===== src/rtl/bus_master.sv =====
// bus_master: command-driven burst master for the 256x8 packed-field memory slave.
// Write bytes are buffered before the address phase, and read beats are forwarded
// to the client as they arrive. Every bus-wait state is guarded by a timeout.
module bus_master #(
    parameter int unsigned TIMEOUT = 255
) (
    input  logic        clk,
    input  logic        rst,
    input  logic        cmd_valid,
    output logic        cmd_ready,
    input  logic        cmd_write,
    input  logic [7:0]  cmd_addr,
    input  logic [3:0]  cmd_len,
    input  logic [3:0]  cmd_id,
    input  logic        wr_valid,
    input  logic [7:0]  wr_data,
    output logic        wr_ready,
    output logic        rd_valid,
    output logic [7:0]  rd_data,
    output logic        rd_err,
    output logic        rd_last,
    output logic        done,
    output logic        done_err,
    output logic        done_timeout,
    output logic [3:0]  done_id,
    output logic        ARVALID,
    input  logic        ARREADY,
    output logic [15:0] AR_OUT,
    output logic        RREADY,
    input  logic        RVALID,
    input  logic        RLAST,
    input  logic [8:0]  R_IN,
    output logic        AWVALID,
    input  logic        AWREADY,
    output logic [11:0] AW_OUT,
    output logic        WVALID,
    input  logic        WREADY,
    output logic        WLAST,
    output logic [7:0]  WDATA,
    input  logic        BVALID,
    output logic        BREADY,
    input  logic [4:0]  BRESP
);

    typedef enum logic [2:0] {S_IDLE, S_WFILL, S_AW, S_W, S_B, S_AR, S_R, S_DONE} state_e;

    state_e      state_q, state_d;
    logic [7:0]  addr_q, addr_d;
    logic [3:0]  len_q, len_d, id_q, id_d, cnt_q, cnt_d;
    logic        err_q, err_d, tmo_q, tmo_d, over_q, over_d;
    logic [7:0]  tcnt_q, tcnt_d;
    logic [7:0]  wbuf [16];
    logic        buf_we, hs, bus_wait, tmo_hit;

    logic        wr_ready_d, rd_valid_d, rd_err_d, rd_last_d, done_d, done_err_d, done_timeout_d;
    logic [7:0]  rd_data_d, WDATA_d;
    logic [3:0]  done_id_d;
    logic        ARVALID_d, RREADY_d, AWVALID_d, WVALID_d, WLAST_d, BREADY_d;
    logic [15:0] AR_OUT_d;
    logic [11:0] AW_OUT_d;

    assign cmd_ready = (state_q == S_IDLE) && !rst;
    assign tmo_hit   = (tcnt_q == 8'(TIMEOUT - 1));

    // Write buffer: no reset needed, contents are only read after being filled.
    always_ff @(posedge clk) begin
        if (buf_we) wbuf[cnt_q] <= wr_data;
    end

    // State, context and registered outputs.
    always_ff @(posedge clk or posedge rst) begin
        if (rst) begin
            state_q <= S_IDLE;
            addr_q <= '0; len_q <= '0; id_q <= '0; cnt_q <= '0;
            err_q <= 1'b0; tmo_q <= 1'b0; over_q <= 1'b0; tcnt_q <= '0;
            wr_ready <= 1'b0; rd_valid <= 1'b0; rd_data <= '0; rd_err <= 1'b0; rd_last <= 1'b0;
            done <= 1'b0; done_err <= 1'b0; done_timeout <= 1'b0; done_id <= '0;
            ARVALID <= 1'b0; AR_OUT <= '0; RREADY <= 1'b0;
            AWVALID <= 1'b0; AW_OUT <= '0; WVALID <= 1'b0; WLAST <= 1'b0; WDATA <= '0;
            BREADY <= 1'b0;
        end else begin
            state_q <= state_d;
            addr_q <= addr_d; len_q <= len_d; id_q <= id_d; cnt_q <= cnt_d;
            err_q <= err_d; tmo_q <= tmo_d; over_q <= over_d; tcnt_q <= tcnt_d;
            wr_ready <= wr_ready_d; rd_valid <= rd_valid_d; rd_data <= rd_data_d;
            rd_err <= rd_err_d; rd_last <= rd_last_d;
            done <= done_d; done_err <= done_err_d; done_timeout <= done_timeout_d; done_id <= done_id_d;
            ARVALID <= ARVALID_d; AR_OUT <= AR_OUT_d; RREADY <= RREADY_d;
            AWVALID <= AWVALID_d; AW_OUT <= AW_OUT_d; WVALID <= WVALID_d; WLAST <= WLAST_d;
            WDATA <= WDATA_d; BREADY <= BREADY_d;
        end
    end

    // Next-state and next-output logic; outputs are computed one edge ahead so they leave registered.
    always_comb begin
        state_d = state_q;
        addr_d = addr_q; len_d = len_q; id_d = id_q; cnt_d = cnt_q;
        err_d = err_q; tmo_d = tmo_q; over_d = over_q; tcnt_d = tcnt_q;
        buf_we = 1'b0; hs = 1'b0; bus_wait = 1'b0;
        wr_ready_d = wr_ready; rd_valid_d = 1'b0; rd_data_d = rd_data;
        rd_err_d = 1'b0; rd_last_d = 1'b0;
        done_d = 1'b0; done_err_d = done_err; done_timeout_d = done_timeout; done_id_d = done_id;
        ARVALID_d = ARVALID; AR_OUT_d = AR_OUT; RREADY_d = RREADY;
        AWVALID_d = AWVALID; AW_OUT_d = AW_OUT; WVALID_d = WVALID; WLAST_d = WLAST;
        WDATA_d = WDATA; BREADY_d = BREADY;

        case (state_q)
            S_IDLE: begin
                if (cmd_valid) begin
                    addr_d = cmd_addr; len_d = cmd_len; id_d = cmd_id;
                    cnt_d = '0; err_d = 1'b0; tmo_d = 1'b0; over_d = 1'b0; tcnt_d = '0;
                    if (cmd_write) begin
                        wr_ready_d = 1'b1;
                        state_d = S_WFILL;
                    end else begin
                        ARVALID_d = 1'b1;
                        AR_OUT_d = {cmd_addr, cmd_len, cmd_id};
                        state_d = S_AR;
                    end
                end
            end
            S_WFILL: begin
                if (wr_valid && wr_ready) begin
                    buf_we = 1'b1;
                    if (cnt_q == len_q) begin
                        wr_ready_d = 1'b0;
                        cnt_d = '0;
                        tcnt_d = '0;
                        AWVALID_d = 1'b1;
                        AW_OUT_d = {addr_q, id_q};
                        state_d = S_AW;
                    end else begin
                        cnt_d = cnt_q + 4'd1;
                    end
                end
            end
            S_AW: begin
                bus_wait = 1'b1;
                if (AWREADY) begin
                    hs = 1'b1;
                    AWVALID_d = 1'b0;
                    WVALID_d = 1'b1;
                    WDATA_d = wbuf[4'd0];
                    WLAST_d = (len_q == '0);
                    cnt_d = '0;
                    state_d = S_W;
                end
            end
            S_W: begin
                bus_wait = 1'b1;
                if (WREADY) begin
                    hs = 1'b1;
                    if (WLAST) begin
                        WVALID_d = 1'b0;
                        WLAST_d = 1'b0;
                        BREADY_d = 1'b1;
                        state_d = S_B;
                    end else begin
                        cnt_d = cnt_q + 4'd1;
                        WDATA_d = wbuf[cnt_q + 4'd1];
                        WLAST_d = ((cnt_q + 4'd1) == len_q);
                    end
                end
            end
            S_B: begin
                bus_wait = 1'b1;
                if (BVALID) begin
                    hs = 1'b1;
                    BREADY_d = 1'b0;
                    err_d = err_q | BRESP[4] | (BRESP[3:0] != id_q);
                    state_d = S_DONE;
                end
            end
            S_AR: begin
                bus_wait = 1'b1;
                if (ARREADY) begin
                    hs = 1'b1;
                    ARVALID_d = 1'b0;
                    RREADY_d = 1'b1;
                    cnt_d = '0;
                    state_d = S_R;
                end
            end
            S_R: begin
                bus_wait = 1'b1;
                if (RVALID) begin
                    hs = 1'b1;
                    // over_q marks beats past the 16th, which a saturated cnt can no longer tell apart.
                    if (!over_q && (cnt_q <= len_q)) begin
                        rd_valid_d = 1'b1;
                        rd_data_d = R_IN[8:1];
                        rd_err_d = R_IN[0];
                        rd_last_d = RLAST;
                        err_d = err_d | R_IN[0];
                    end else begin
                        err_d = 1'b1;
                    end
                    if (cnt_q == 4'hF) over_d = 1'b1;
                    else cnt_d = cnt_q + 4'd1;
                    if (RLAST) begin
                        if (cnt_q < len_q) err_d = 1'b1;
                        RREADY_d = 1'b0;
                        state_d = S_DONE;
                    end
                end
            end
            S_DONE: begin
                done_d = 1'b1;
                done_err_d = err_q;
                done_timeout_d = tmo_q;
                done_id_d = id_q;
                state_d = S_IDLE;
            end
            default: state_d = S_IDLE;
        endcase

        if (bus_wait) begin
            if (hs) begin
                tcnt_d = '0;
            end else if (tmo_hit) begin
                ARVALID_d = 1'b0; RREADY_d = 1'b0; AWVALID_d = 1'b0;
                WVALID_d = 1'b0; WLAST_d = 1'b0; BREADY_d = 1'b0;
                err_d = 1'b1; tmo_d = 1'b1; tcnt_d = '0;
                state_d = S_DONE;
            end else begin
                tcnt_d = tcnt_q + 8'd1;
            end
        end
    end

endmodule


===== config.mk =====
export PLATFORM = sky130hd
export DESIGN_NAME = bus_master
export DESIGN_NICKNAME = d
export VERILOG_FILES = /design/src/rtl/bus_master.sv
export SDC_FILE = /design/constraint.sdc
export NUM_CORES = 1
export LEC_CHECK = 0
export ABC_AREA = 1
export BUFFER_PORTS_ARGS = -buffer_cell sky130_fd_sc_hd__clkbuf_2
export CAP_MARGIN = 10
export CORE_MARGIN = 4
export CORE_UTILIZATION = 51
export DETAILED_ROUTE_END_ITERATION = 16
export HOLD_SLACK_MARGIN = 0.1
export PLACE_DENSITY = 0.68
export SLEW_MARGIN = 20
export SYNTH_ARGS = -nofsm -noshare
export SYNTH_HDL_FRONTEND = slang
export SYNTH_SLANG_ARGS = --single-unit

===== constraint.sdc =====
create_clock -name clk -period 3.6 [get_ports clk]
set_clock_uncertainty 0.2 [all_clocks]
set_input_delay 0.36 -clock clk [delete_from_list [all_inputs] [get_ports clk]]
set_output_delay 0.36 -clock clk [all_outputs]
set_load 0.01 [all_outputs]

# --- Word level (Yosys, flattened, before mapping) ---
# Memory sizes are Yosys's and may differ from the RTL's.
# Cells that the tools add are included.
word_totals:
  output_inout_bits: 62
  input_bits: 49
  ff_bits: 95
  mem_count: 1
  word_cells: 207
  mem_bits_rw: 128
classes:
  n_reduce_logical: 22
  mux: 123
  n_eq_ne: 26
  order_cmp: 2
  n_addsub: 2
  bitwise_logic: 4
memory_table:
  columns: ["name", "depth", "word_bits", "rd", "rd_ports_with_merged_regs", "write_ports", "line", "text"]
  rows:
  - ["wbuf", 16, 8, 2, 0, 1, "52", "logic [7:0] wbuf [16];"]
ops:
  columns: ["operator", "count"]
  rows:
  - ["2-to-1 mux 1 bit", 77]
  - ["2-to-1 mux 8 bit", 9]
  - ["2-to-1 mux 3 bit", 14]
  - ["2-to-1 mux 4 bit", 9]
  - ["one-hot mux 8 bit (2 select lines)", 2]
  - ["one-hot mux 3 bit (8 select lines)", 1]
  - ["one-hot mux 4 bit (6 select lines)", 1]
  - ["inequality test 2 bit, second input constant", 11]
  - ["one-hot mux 1 bit (2 select lines)", 8]
  - ["equality test 3 bit, second input constant", 4]
  - ["AND reduction 4 bit", 3]
  - ["inequality test 3 bit, second input constant", 3]
  - ["AND reduction 3 bit", 3]
  - ["AND reduction 9 bit", 1]
  - ["adder 8 x 1 -> 8 bit, second input constant", 1]
  - ["equality test 4 bit", 2]
  - ["equality test 8 bit, second input constant", 1]
  - ["equality test 3 x 2 -> 1 bit, second input constant", 2]
  - ["nonzero test 2 bit", 3]
  - ["nonzero test 6 bit", 1]
  - ["one-hot mux 1 bit (5 select lines)", 1]
  - ["AND reduction 5 bit", 1]
  - ["OR reduction 5 bit", 1]
  - ["adder 4 x 1 -> 4 bit, second input constant", 1]
  - ["14 further kinds", 19]

# --- Depth between registers and ports, before layout ---
depth:
  word_depth: 10
  ltp_mapped: 15
  ltp_nobuf: 13

# --- Worst setup path after synthesis ---
# OpenSTA, ideal clock, no wires.
synth_path:
  path_type: "reg2reg"
  start: "register cnt_q[0]"
  end: "register WDATA[2]"
  required_ns: 3.284
  t_arrival_ns: 1.945
  path_stages_with_launch: 14
  period_less_slack_ns: 2.261
  path_slack_ns: 1.339
  setup_ns: 0.116
  path_buffers: 4
  cell_sequence: "dfrtp_1 inv_1 buf_2 buf_2 ha_1 buf_2 buf_2 nor2_1 o21ai_0 nand3_1 nand3_1 nand3_1 nand2_1 nand2_1"
synth_via:
  elab_chain_cells: 5
synth_lines:
  columns: ["element", "line", "text"]
  rows:
  - ["from (decl)", "49", "logic [3:0] len_q, len_d, id_q, id_d, cnt_q, cnt_d;"]
  - ["from (signal assigned)", "83", "addr_q <= addr_d; len_q <= len_d; id_q <= id_d; cnt_q <= cnt_d;"]
  - ["adder 4 x 1 -> 4 bit", "160", "WDATA_d = wbuf[cnt_q + 4'd1];"]
  - ["memory read (16 x 8 bit)", null, null]
  - ["2-to-1 mux 8 bit", "153", "if (WLAST) begin"]
  - ["2-to-1 mux 8 bit", "151", "if (WREADY) begin"]
  - ["one-hot mux 8 bit (2 select lines)", "107", "case (state_q)"]
  - ["to (signal assigned)", "90", "WDATA <= WDATA_d; BREADY <= BREADY_d;"]
  - ["to (decl)", "39", "output logic [7:0] WDATA,"]
# Every way passes these cells. The select of a mux whose other input is x is not followed.
# A chain may end at the register's enable or synchronous reset.

# --- Final worst setup path ---
layout_path:
  start: "register cnt_q[0]"
  end: "register WDATA[4]"
# The elaborated chain is that of the path after synthesis.

==> reports/metrics.yaml <==
die:
  initial_core_util: 0.526
  die_area_um2: 21100
  die_h_um: 145
  core_area_um2: 18300
  die_x_um: 145
  ioPinCount: 111
  rows: 49
worst_setup_path:
  crit_slowest_cell: "ha_1"
  critPathMaxFanout: 27
  endpoint_kind: "flop"
  slowest_delay_ns: 0.71
  required_ns: 3.84
  startpoint_type: "flop"
  cp_cell_sequence: "inv_1, ha_1, clkinv_1, nor2_1, o21ai_0, nand3_1, nand3_1, nand3_1, nand2_1, nand2_1"
  critical_path.top_delay_family: "adder cells"
  path_class: "reg2reg"
  critPathArrivalTime_ns: 3.17
  worst-path-buf-inv: 2
  critical_path.most_common_cell: "nand3_1"
drt:
  drt_iter0_drc: 665
  drc: 0
  via_count: 7192
  vias_per_cell: 5.39
  ant_nets: 0
  wl_per_cell_um: 17.6
  totalWireLength_um: 23500
  drt_pass1_iterations: 5
place:
  place_ws_ns: 0.724
  gp_congestion: 0.891
  placed_cell_area_um2: 10300
  place_hpwl_um: 15700
  portBuffers: 110
  dp_cells: 1262
yosys:
  synth_area_um2: 9600
  synth_cells: 950
  ys_seq_area_frac: 0.648
  synth_warnings: 0
  synth_top_area_frac: 0.400
  netlist_top_cells_area: "edfxtp_1 40%, dfrtp_1 25%, nand2_1 7.9%"
  synth_cell_types: 36
  avgSynthCellArea_um2: 10.1
  syn_nets: 1009
  yosysTopAreaCell: "edfxtp_1"
  synth-seq-cells: 223
clock_tree:
  clkSinkCount: 223
  htree_levels: 1
  cts_made_buffers: 23
  cts_root_buf: "clkbuf_16"
  cts.clk_slew.worst_paths_ns: 0.06
  ctsLongestPathBuffers: 3
  tritoncts: "yes"
  clkLatencyLatePin_ns: 0.50
  ctsResizeCount: 0
global_route:
  gr-usage-all-layers: 0.222
  overflow: 0
  grt_max_degree: 82
  antenna_found_initial: 0
  grt_first_pass_wirelength_um: 37900
  grt_pass1_vias: 7063
power:
  vdd_drop_max_v: 0.000473
  comb_power_share: 0.336
  total_leakage_power_nw: 4.88
  p_switching_mw: 3.16
  p_total_mw: 8.54
  p_per_area_nw_per_um2: 754
  p_clk_frac: 0.256
  seqPwrFrac: 0.408
  p_int_mw: 5.39
  swShare: 0.369
final_layout:
  fin_nets: 1147
  layout_common_cells: "203 x nand2_1, 132 x nor2_1, 128 x edfxtp_1, 110 x clkbuf_2, 101 x o21ai_0"
  syn_to_final_growth_pct: 18.0
  layout_commonest_cell: "nand2_1"
  drive_gt1_frac: 0.161
  diodes: 0
  fin_cells: 1334
  postLayoutCellArea_um2: 11300
timing:
  maxSlewHeadroom: 0.357
  setup_ws_ns: 0.674
  finalHoldViolCount: 0
  fmax_mhz: 342
  slew_viol_final: 0
  finalCritPeriodShare: 0.813
  setup_viol: 0
  worstMarginPinSlew_ns: 0.959
  tns_ns: 0
  rsz0062_at_grt: "no"
  period_needed_ns: 2.93
min_path:
  hp-class: "in2reg"
flow_run:
  maxCapViolations: 0
status:
  status: "finished, final reports clean"
synthesized netlist by cell type:
cell	count
nand2_2	2
nor3b_1	2
nor2_2	5
inv_4	1
o211ai_1	24
a21oi_2	3
o21bai_1	3
o21ai_1	24
buf_4	5
clkbuf_1	10
or2_1	1
ha_1	10
dfrtp_1	95
a21oi_1	20
inv_2	7
nor2_1	132
o21a_1	1
o21ai_0	101
nor3_1	8
nor3_2	3
nor4_1	1
a31oi_1	1
o21ai_2	1
xor2_1	5
nor2_4	2
inv_1	68
xnor2_2	1
nand2_1	203
nand3_1	54
clkinv_1	1
buf_6	1
buf_1	1
xor2_2	1
buf_2	21
edfxtp_1	128
nand4_1	4
tightest hold or removal path, delay by kind of cell:
family,cells,cell delay (ns)
simple gates,6,0.35
buf+inv,1,0.08
metal layers:
layer / global-route usage / up-vias / wire [µm]
li1: - / 3466 / -
met1: 0.316 / 3459 / 10300
met2: 0.360 / 225 / 11200
met3: 0.0387 / 42 / 1520
met4: 0.0546 / 0 / 467
met5: 0 / - / 0
power by group through the flow:
stage	Combinational (mW)	Clock [mW]	Sequential, mW
6_report	2.87	2.19	3.49
5_1_grt	3.25	2.35	3.54
4_1_cts	2.88	2.22	3.48
3_5_place_dp	2.83	0	3.53
3_3_place_gp	2.79	0	3.52
2_1_floorplan	1.83	0	3.55
state kept, by name, indices dropped and copies added, names as in the netlist, 3 cells and up:
| signal | flops |
|---|---|
| AR_OUT | 16 |
| wbuf | 128 |
| addr_q | 8 |
| tcnt_q | 8 |
| WDATA | 8 |
| id_q | 4 |
| rd_data | 8 |
| cnt_q | 4 |
| state_q | 3 |
| len_q | 4 |
| AW_OUT | 12 |
| done_id | 4 |
worst paths after layout:
check                           start          to  slack [ns]  depth (start not counted)
max                          cnt_q[0]    WDATA[4]        0.67                         10
min                          BRESP[4]       err_q        0.11                          7
max reg2reg                  cnt_q[0]    WDATA[4]        0.67                         10
min reg2reg                rd_data[5]  rd_data[5]        0.27                          2
max in group asynchronous         rst     id_q[0]        2.12                          4
min in group asynchronous         rst  rd_data[4]        0.38                          3
cell type report:
type,instances,area [µm²]
tap,229,287
clock inverter,5,28.8
inverter,77,297
fill,1535,6940
multi-input combinational,612,2900
timing repair buffer,151,946
sequential,223,6220
clock buffer,37,658
per-stage QoR:
stage                util  hold WS (ns)
floorplan               -         0.259
global placement    0.566         0.254
detailed placement  0.566         0.257
CTS                 0.620         0.101
global route        0.620         0.141
finish              0.620         0.107
cell families (layout without fill, tap and decap cells):
logic type | Yosys count | in the layout | share of synthesized area
fa+ha+maj | 10 | 10 | 0.0130
compound gates | 178 | 178 | 0.102
xor+xnor | 7 | 7 | 0.00795
flops | 223 | 223 | 0.648
simple gates | 417 | 417 | 0.179
buf+inv | 115 | 270 | 0.0507
repair_timing:
item | in CTS | in global routing
hold endpoints to repair | 126 | 0
setup buffers | 0 | 0
hold buffers | 30 | 0
Power figures use the tool's default switching activity.
